===== config.mk =====
export PLATFORM = sky130hd
export DESIGN_NAME = fetch_unit
export DESIGN_NICKNAME = d
export VERILOG_FILES = /design/src/rtl/mips_pkg.sv /design/src/rtl/fetch_unit.sv
export SDC_FILE = /design/constraint.sdc
export NUM_CORES = 1
export LEC_CHECK = 0
export CORE_ASPECT_RATIO = 1.2
export CORE_UTILIZATION = 56
export CTS_BUF_LIST = sky130_fd_sc_hd__clkbuf_16
export CTS_CLUSTER_DIAMETER = 60
export DETAILED_ROUTE_END_ITERATION = 16
export DONT_BUFFER_PORTS = 1
export GPL_ROUTABILITY_DRIVEN = 0
export PLACE_DENSITY_LB_ADDON = 0.1
export REMOVE_ABC_BUFFERS = 1
export SETUP_SLACK_MARGIN = 0.1
export SYNTH_ARGS = -nofsm -noshare
export SYNTH_HDL_FRONTEND = slang
export SYNTH_SLANG_ARGS = --single-unit

===== constraint.sdc =====
create_clock -name clk -period 1.9 [get_ports clk]
set_clock_uncertainty 0.2 [all_clocks]
set_input_delay 0.095 -clock clk [delete_from_list [all_inputs] [get_ports clk]]
set_output_delay 0.095 -clock clk [all_outputs]
set_load 0.01 [all_outputs]

===== src/rtl/mips_pkg.sv =====
// Shared definitions for the multicycle MIPS datapath: widths, reset PC and fetch FSM encoding.
package mips_pkg;

    localparam int PC_W    = 30;
    localparam int INSTR_W = 32;

    localparam logic [PC_W-1:0] RESET_PC_DEFAULT = 30'h0C00;

    typedef logic [2:0] fetch_state_t;

    localparam fetch_state_t ST_ISSUE = 3'd0;
    localparam fetch_state_t ST_WAIT  = 3'd1;
    localparam fetch_state_t ST_HOLD  = 3'd2;
    localparam fetch_state_t ST_EXEC  = 3'd3;
    localparam fetch_state_t ST_ERR   = 3'd4;

endpackage


===== src/rtl/fetch_unit.sv =====
// Instruction fetch: holds PC, issues one imem read per instruction, latches IR for decode.
// Latency: req one cycle after ISSUE; ir_valid one cycle after the accepted ack.
// Backpressure: IR held in HOLD until ir_take; a single read outstanding; watchdog -> sticky ERR.
module fetch_unit
    import mips_pkg::*;
#(
    parameter logic [PC_W-1:0] RESET_PC = RESET_PC_DEFAULT,
    parameter int unsigned     TIMEOUT  = 16
) (
    input  logic               clk,
    input  logic               rst,
    input  logic [PC_W-1:0]    npc,
    input  logic               pc_wr,
    output logic [PC_W-1:0]    pc,
    output logic               imem_req,
    output logic [PC_W-1:0]    imem_addr,
    input  logic               imem_ack,
    input  logic [INSTR_W-1:0] imem_rdata,
    output logic [INSTR_W-1:0] ir,
    output logic               ir_valid,
    input  logic               ir_take,
    output logic               fetch_err
);

    localparam logic [7:0] TO_LAST = 8'(TIMEOUT - 1);

    fetch_state_t state, state_nxt;

    logic               kill, kill_nxt;
    logic [7:0]         cnt, cnt_nxt;
    logic [PC_W-1:0]    pc_nxt, addr_nxt;
    logic               req_nxt, ir_valid_nxt, err_nxt;
    logic [INSTR_W-1:0] ir_nxt;

    // A redirect in the same cycle as the ack also kills the returning word.
    logic drop_ack;
    assign drop_ack = kill | pc_wr;

    always_ff @(posedge clk) begin
        if (rst) begin
            state <= ST_ISSUE;
        end else begin
            state <= state_nxt;
        end
    end

    always_comb begin
        state_nxt = state;
        case (state)
            ST_ISSUE: begin
                if (!pc_wr) state_nxt = ST_WAIT;
            end
            ST_WAIT: begin
                if (imem_ack) begin
                    state_nxt = drop_ack ? ST_ISSUE : ST_HOLD;
                end else if (cnt == TO_LAST) begin
                    state_nxt = ST_ERR;
                end
            end
            ST_HOLD: begin
                if (pc_wr)        state_nxt = ST_ISSUE;
                else if (ir_take) state_nxt = ST_EXEC;
            end
            ST_EXEC: begin
                if (pc_wr) state_nxt = ST_ISSUE;
            end
            ST_ERR:  state_nxt = ST_ERR;
            default: state_nxt = ST_ISSUE;
        endcase
    end

    always_comb begin
        pc_nxt       = pc;
        req_nxt      = imem_req;
        addr_nxt     = imem_addr;
        ir_nxt       = ir;
        ir_valid_nxt = ir_valid;
        err_nxt      = fetch_err;
        kill_nxt     = kill;
        cnt_nxt      = cnt;

        if (pc_wr && (state != ST_ERR)) pc_nxt = npc;

        case (state)
            ST_ISSUE: begin
                // A commit landing here defers the issue so the read uses the new PC.
                if (!pc_wr) begin
                    req_nxt  = 1'b1;
                    addr_nxt = pc;
                    cnt_nxt  = 8'd0;
                end
            end
            ST_WAIT: begin
                if (imem_ack) begin
                    req_nxt = 1'b0;
                    if (drop_ack) begin
                        kill_nxt = 1'b0;
                    end else begin
                        ir_nxt       = imem_rdata;
                        ir_valid_nxt = 1'b1;
                    end
                end else if (cnt == TO_LAST) begin
                    req_nxt  = 1'b0;
                    err_nxt  = 1'b1;
                    kill_nxt = 1'b0;
                end else begin
                    cnt_nxt = cnt + 8'd1;
                    if (pc_wr) kill_nxt = 1'b1;
                end
            end
            ST_HOLD: begin
                if (pc_wr || ir_take) ir_valid_nxt = 1'b0;
            end
            default: ;
        endcase
    end

    always_ff @(posedge clk) begin
        if (rst) begin
            pc        <= RESET_PC;
            imem_req  <= 1'b0;
            imem_addr <= '0;
            ir        <= '0;
            ir_valid  <= 1'b0;
            fetch_err <= 1'b0;
            kill      <= 1'b0;
            cnt       <= 8'd0;
        end else begin
            pc        <= pc_nxt;
            imem_req  <= req_nxt;
            imem_addr <= addr_nxt;
            ir        <= ir_nxt;
            ir_valid  <= ir_valid_nxt;
            fetch_err <= err_nxt;
            kill      <= kill_nxt;
            cnt       <= cnt_nxt;
        end
    end

endmodule


======== Word-level counts from Yosys, hierarchy flattened ========
Cells that the tools add are included.
storage, ports and cells
  bits in registers ....................... 107
  input bits .............................. 67
  output and inout bits ................... 95
  word-level logic and storage cells ...... 68
cells by class
  add/sub/neg operators ................... 1
  equality and inequality tests ........... 16
  mux-type cells .......................... 24
  bitwise operators ....................... 4
  reductions and logical operators ........ 14
operators by type and width
  operator             count
  $mux 8               3
  $mux 3               6
  $pmux 8 s2           1
  $pmux 3 s5           1
  $ne 2x2->1 const B   7
  $reduce_and 3->1     4
  $reduce_and 4->1     3
  $mux 1               10
  $ne 3x3->1 const B   3
  $add 8x1->8 const B  1
  $eq 8x4->1 const B   1
  $eq 3x2->1 const B   2
  $pmux 1 s2           2
  $reduce_bool 2->1    2
  $eq 3x1->1 const B   1
  $eq 3x3->1 const B   1
  $logic_not 3->1      1
  $not 1->1            3
  $reduce_bool 3->1    1
  $mux 2               1
  $ne 2x1->1 const B   1
  $reduce_and 2->1     1
  $logic_and 1x1->1    1
  $logic_or 1x1->1     1
  $or 1x1->1           1

======== Longest topological paths before layout ========
Gate-level depths: netlist (run 1).
  depth in word-level cells ............... 4
  depth in mapped cells ................... 7
  gate-level depth less buffers ........... 5

======== Worst setup path after synthesis (run 1) ========
No wires, ideal clock.
  kind .................................... reg-to-reg
  from .................................... register cnt[4]
  to ...................................... register state[0]
  setup time .............................. 0.121 ns
  arrival time ............................ 1.521 ns
  required time ........................... 1.579 ns
  setup slack ............................. 0.057 ns
  stages on the path, launching flop included .. 6
  period minus slack after synthesis ...... 1.843 ns
  path through ............................ dfxtp_1 -> or4_4 -> o21ai_2 -> buf_6 -> o21ai_4 -> mux2_4
on the way
  cells in the longest elaborated chain, start to end .. 3
ends and longest elaborated chain
  item                               RTL line           text
  from (decl)                        fetch_unit.sv:30   logic [7:0] cnt, cnt_nxt;
  from (signal assigned)             fetch_unit.sv:136  cnt <= cnt_nxt;
  $eq 8x4->1                         fetch_unit.sv:56   end else if (cnt == TO_LAST) begin
  $ne 3x3->1 (no source line)        n/a
  $reduce_and 4->1 (no source line)  n/a
  to (signal assigned)               fetch_unit.sv:43   state <= state_nxt;
  to (decl)                          fetch_unit.sv:27   fetch_state_t state, state_nxt;
Every way passes these cells.
A chain may end at the register's enable or synchronous reset.

======== Final worst setup path (run 1) ========
Same ends and word-level chain as after synthesis.

==> out/results.ini, run 1 <==
[synth]
synth-adder-area-share_pct=0.314
syn_area_um2=3980
synth_top_family_by_area=simple AND/OR/NAND/NOR gates
synth_seq_cells=107
yosysWarnings=0
yosys.cell_types.count=42
ys_async_sr_fraction_pct=0
syn_inst=491
synth_compound_gate_area_share_pct=16.1
synth-main-ff-cell=dfxtp_1
yosysSeqAreaShare_pct=53.8
synth-edff-count=0
synth.area.mux_share_pct=0.377
synth_xor_area_share_pct=0.440
syn_area_per_cell_um2=8.11
synthSimpleGateAreaFrac_pct=24.6

[layout]
fin_cells=577
drive_gt1_share_pct=9.59
final_common_cell=nand2_1
nets=553
n_antenna_cell=0
area_growth_pct=11.8
final_cell_mix=nand2_1, dfxtp_1, a21oi_1
fin_area_um2=4460

[sta]
layout_worst_path_cycle_share_pct=94.9
slew_viol_final=0
tightest_slew_ps=377
finalHoldViolCount=107
layout_setup_ws_ps=96.6
fmax_mhz=555
setup_violations=0
grt_setup_unrepaired=true
holdWs_ps=-380
max_slew_margin_pct=74.2
finalCriticalPeriod_ps=1800

[clock_network]
clk_latency_ps=340
cts_buffers=9
htree_levels=3
hold_buffers=1
cts_root_buf=clkbuf_16
clkTransAtPathRegs_ps=70
clk_path_buf_depth=2
cts_tree=done
clock-sinks=107

[setup_path]
crit_start=cnt[4]
crit_family=simple AND/OR/NAND/NOR gates
worstPathRequired_ps=1920
cpPeakStageDelay_ps=550
start_kind=flop
cp_slowest_cell=or4_4
r2r_end=state[0]
critical_path.max_fanout=4
reg2reg_slack_ps=100
end_kind=flop
r2r_cells=4
path_class=reg2reg
crit_chain=or4_4 -> o21ai_4 -> o21ai_4 -> mux2_4
worstPathArrival_ps=1830
critical_path_buf_inv_count=0
r2r-start=cnt[4]
crit_top_cell=o21ai_4

[place]
port_buffers=0
place_area_um2=4110
dp_worst_setup_slack_ps=50.7
post-place-cells=559
place_hpwl_um=5550

[floorplanning]
start_util_pct=58.1
fp.dieW_um=79.0
io_pins=162
die_y_um=94.4
num_rows=33
core_region_area_um2=6850
die_area_um2=7460

[power_and_ir_drop]
powerDensity_nw_per_um2=1230
p_total_uw=5460
irDropWorstVdd_v=0.000688
p_leak_uw=0.00158

[drt]
num_vias=3218
vias_per_cell=5.58
wl_per_cell_um=15.0
drc=0
ant_nets=0
drt-initial-drc-count=139
firstDrtPassIters=4
wl_um=8660

[hold_path]
hp-start=rst
hp-class=in2reg
whs_endpoint=pc[1]
min_path_cells=1

[flow_run]
drv_cap=0

[global_routing]
grt_pass1_wl_um=13400
grt.total_usage_pct=22.7
antenna_found_initial=0
grt_overflow=0
grt_max_degree=112
grt_pass1_vias=2910

[status]
violations=negative hold slack
status=finished with violations

==> metrics by stage <==
step	util, %	setup TNS (ps)	hold WS (ps)
final	65.0	0	-380
after CTS	64.9	0	-388
after global routing	65.0	0	-399
after floorplan	-	-32990	-40.7
after detailed placement	59.9	0	-24.3
after global placement	59.9	0	-27.7
==> power breakdown <==
part	switching [uW]	internal, uW
clock	805	1150
combinational	479	349
sequential	238	2440
==> sequential cells by signal (all words and copies together) (netlist names) <==
register / cells
state: 3
ir: 32
cnt: 8
fetch_err: 1
pc: 30
imem_addr: 30
kill: 1
imem_req: 1
ir_valid: 1
==> logic make-up after synthesis <==
kind of cell             count (synthesis)
adder cells (fa/ha/maj)                  1
XOR/XNOR                                 2
multiplexers                             1
buffers and inverters                   38
AO/OA/AOI/OAI                          114
flip-flops                             107
AND/OR/NAND/NOR                        228
==> how the worst max path moves through the flow <==
stage	slack, ps	to	depth (start not counted)
2_1_floorplan	-530	imem_addr[0]	3
3_3_place_gp	80	state[0]	4
3_5_place_dp	50	state[0]	4
4_1_cts	80	state[0]	4
5_1_grt	60	state[0]	4
6_report	100	state[0]	4
==> synthesized netlist by cell type, drive strengths merged, types with 2 or more instances <==
cell     count  area [um^2]
nand2      185          694
buf         11         75.1
o211ai       2         15.0
dfxtp      107         2140
nor2         6         22.5
nor4         2         18.8
o21a         5         37.5
nor2b        2         12.5
nand3b       3         22.5
or4          3         26.3
nand2b       3         18.8
nand3       11         55.1
a21oi       96          480
clkbuf      26         97.6
nor3b        2         20.0
xor2         2         17.5
o21ai        4         35.0
a2111oi      2         36.3
nor3         5         25.0
==> worst register-to-register path, stage by stage (launching register included) <==
cell and delay [ps]:
dfxtp_1 320, or4_4 550, o21ai_4 210, o21ai_4 100, mux2_4 300
==> metal layers <==
| layer | track usage (%) | vias to the layer above | share of wire [%] |
|---|---|---|---|
| met4 | 8.03 | 0 | 1.1 |
| met2 | 38.1 | 141 | 48 |
| met1 | 25.8 | 1463 | 41 |
| met3 | 9.47 | 12 | 11 |
| met5 | 0 | - | 0 |
| li1 | - | 1602 | - |
==> cell type report <==
cell class	count	area, um^2
flip-flops and latches	107	2150
clock inverters	7	92.6
well taps	87	109
fillers	628	2400
multi-input cells	346	1690
inverters	1	3.75
clock buffers	9	225
repair buffers	20	194
==> what timing repair did <==
item                                   CTS  global route
resized for setup                        1             4
setup endpoints to repair                6            38
setup buffers                            1             0
pin swaps                                3             2
endpoints found under the hold margin  107           107
(Power assumes the default switching activity.)
==> run 2: changes to the inputs <==
ABC_AREA = 1   (was unset)
==> out/results.ini, run 2 <==
[status]
status=finished, final reports clean

[floorplanning]
fp.dieW_um=80.0
io_pins=162
core_region_area_um2=6940
die_y_um=95.6
start_util_pct=58.9
num_rows=33
die_area_um2=7650

[global_routing]
grt_max_degree=38
grt_overflow=0
antenna_found_initial=0
grt.total_usage_pct=26.8
met1_usage_pct=29.6
use_met3_pct=8.42
grt_util_met2_pct=45.9
grt_pass1_vias=3419
grt-busiest-layer=met2
grt_pass1_wl_um=15700

[clock_network]
clk_path_buf_depth=2
clkTransAtPathRegs_ps=70
cts_tree=done
htree_levels=3
cts_root_buf=clkbuf_16
clk_latency_ps=330
clock-sinks=107
cts_buffers=9

[synth]
syn_area_per_cell_um2=7.80
synth-main-ff-cell=dfxtp_1
yosys-top-cells-count=nor2_1, dfxtp_1, nand2_1
yosysMostFrequentCell=nor2_1
yosysSeqAreaShare_pct=52.4
yosysWarnings=0
synth-edff-count=0
synth_top_area_share_pct=52.4
synth_seq_cells=107
ys_async_sr_fraction_pct=0
syn_inst=524
yosys.cell_types.count=29
ys_top_cells_by_area=dfxtp_1, nor2_1, nand2_1, nand3_1, a21oi_1
yosys.area.top_type=dfxtp_1
syn_area_um2=4090

[drt]
wl_um=10200
wl_per_cell_um=15.2
num_vias=3683
vias_per_cell=5.46
firstDrtPassIters=4
drt-initial-drc-count=216
drc=0
ant_nets=0

[power_and_ir_drop]
p_leak_uw=0.00198
p_sw_uw=2080
irDropWorstVdd_v=0.000894
powerDensity_nw_per_um2=1190
internal-power_uw=3980
p_clk_share_pct=27.8
p_sw_share_pct=34.3
p_comb_share_pct=23.8
seq_power_share_pct=48.4

[setup_path]
cpPeakStageDelay_ps=570
r2r-start=state[2]
worstPathArrival_ps=1790
cp_slowest_cell=dlygate4sd3_1
crit_start=rst
crit_chain=dlygate4sd3_1 -> buf_12 -> inv_2 -> buf_4 -> nand2_1 -> inv_2 -> o21ai_0 -> nor2_1
r2r_end=imem_addr[27]
critical_path.max_fanout=37
reg2reg_slack_ps=210
crit_top_cell=inv_2
start_kind=input port
worstPathRequired_ps=1980
path_class=in2reg
end_kind=flop
r2r_cells=7

[hold_path]
hp-class=in2reg
whs_endpoint=pc[11]
hp-start=npc[11]
min_path_cells=3

[sta]
layout_worst_path_cycle_share_pct=89.9
slew_viol_final=0
setup_violations=0
finalCriticalPeriod_ps=1710
grt_setup_unrepaired=false
finalHoldViolCount=0
tightest_slew_ps=525
fmax_mhz=585
max_slew_margin_pct=64.9
layout_setup_ws_ps=191
tns_ps=0

[layout]
final_cell_mix=nor2_1, dfxtp_1, dlygate4sd3_1
reg_top3=ir (32), imem_addr (30), pc (30)
fillCellCount=540
drive_gt1_share_pct=9.20
largest_reg_flops=32
n_antenna_cell=0
final_common_cell=nor2_1
area_growth_pct=24.0
nets=650
largest-register=ir

[flow_run]
drv_cap=0

[place]
dp_worst_setup_slack_ps=232
place_hpwl_um=6160
port_buffers=0

run 2: cell types whose count changed after synthesis, moves of 4 or more:
cell / previous run / this run
a21oi_1: 96 / 40
buf_2: 6 / 11
buf_4: 3 / 10
clkbuf_1: 26 / 11
inv_1: 1 / 9
inv_2: 0 / 7
nand2_1: 185 / 58
nand3_1: 11 / 42
nor2_1: 6 / 138
nor3_1: 5 / 1
o21a_1: 5 / 0
o21ai_0: 1 / 37
o21ai_1: 1 / 29
run 2: cells by family (layout without fill, tap and decap cells):
logic type,after synthesis,count (layout),share of synthesized area (%)
fa+ha+maj,1,1,0.306
xor+xnor,1,1,0.214
compound gates,111,111,14.2
flops,107,107,52.4
simple gates,254,254,26.8
buf+inv,50,113,6.09
run 2: layer usage:
| metal | vias to the layer above | part of all wire [%] | wire length (um) |
|---|---|---|---|
| li1 | 1823 | - | - |
| met1 | 1670 | 41 | 4190 |
| met2 | 161 | 48 | 4870 |
| met3 | 29 | 8.1 | 827 |
| met4 | 0 | 3.2 | 332 |
| met5 | - | 0 | 0 |
run 2: worst max-delay path: cells and delay by family:
kind | cells | cell delay [ps]
buffers and inverters | 5 | 1370
AND/OR/NAND/NOR | 2 | 200
AO/OA/AOI/OAI | 1 | 100
run 2: final cells by class:
cell class / count / area, um^2 / area share (%)
Clock buffer: 9 / 225 / 4.44
Clock inverter: 7 / 46.3 / 0.913
Inverter: 17 / 68.8 / 1.36
Multi-Input combinational cell: 367 / 1700 / 33.5
Sequential cell: 107 / 2140 / 42.3
Tap cell: 87 / 109 / 2.15
Timing Repair Buffer: 80 / 778 / 15.4
run 2: power by group through the flow:
stage	combinational, uW	sequential, uW	clock (uW)
after floorplan	952	2900	0
after global placement	1240	2970	0
after detailed placement	1270	2980	0
after CTS	1410	2930	1720
after global routing	1620	2970	1800
final	1440	2930	1680
run 2: timing repair:
action,4_1_cts,5_1_grt
hold buffers,67,0
endpoints found under the setup margin,0,2
setup buffers,0,3
resized for setup,0,3
endpoints found under the hold margin,106,0
run 2: worst max-delay path by stage:
stage                    endpoint  cells past startpoint  slack, ps
global route               cnt[2]                      8         80
floorplan                  pc[10]                      5         30
finish                     cnt[2]                      8        190
global placement    imem_addr[27]                      7        300
CTS                        cnt[2]                      8        200
detailed placement         cnt[2]                      8        230
run 2: metrics by stage:
| step | hold slack [ps] | utilization (%) | area [um^2] | total power, uW | instances |
|---|---|---|---|---|---|
| after global routing | 241 | 73.1 | 5070 | 6400 | 674 |
| after detailed placement | -29.1 | 58.9 | 4090 | 4250 | 588 |
| final | 231 | 73.1 | 5070 | 6060 | 674 |
| after global placement | -30.5 | 58.9 | 4090 | 4210 | 588 |
| after floorplan | -35.9 | - | 3910 | 3850 | 491 |
| after CTS | 224 | 72.7 | 5040 | 6050 | 671 |
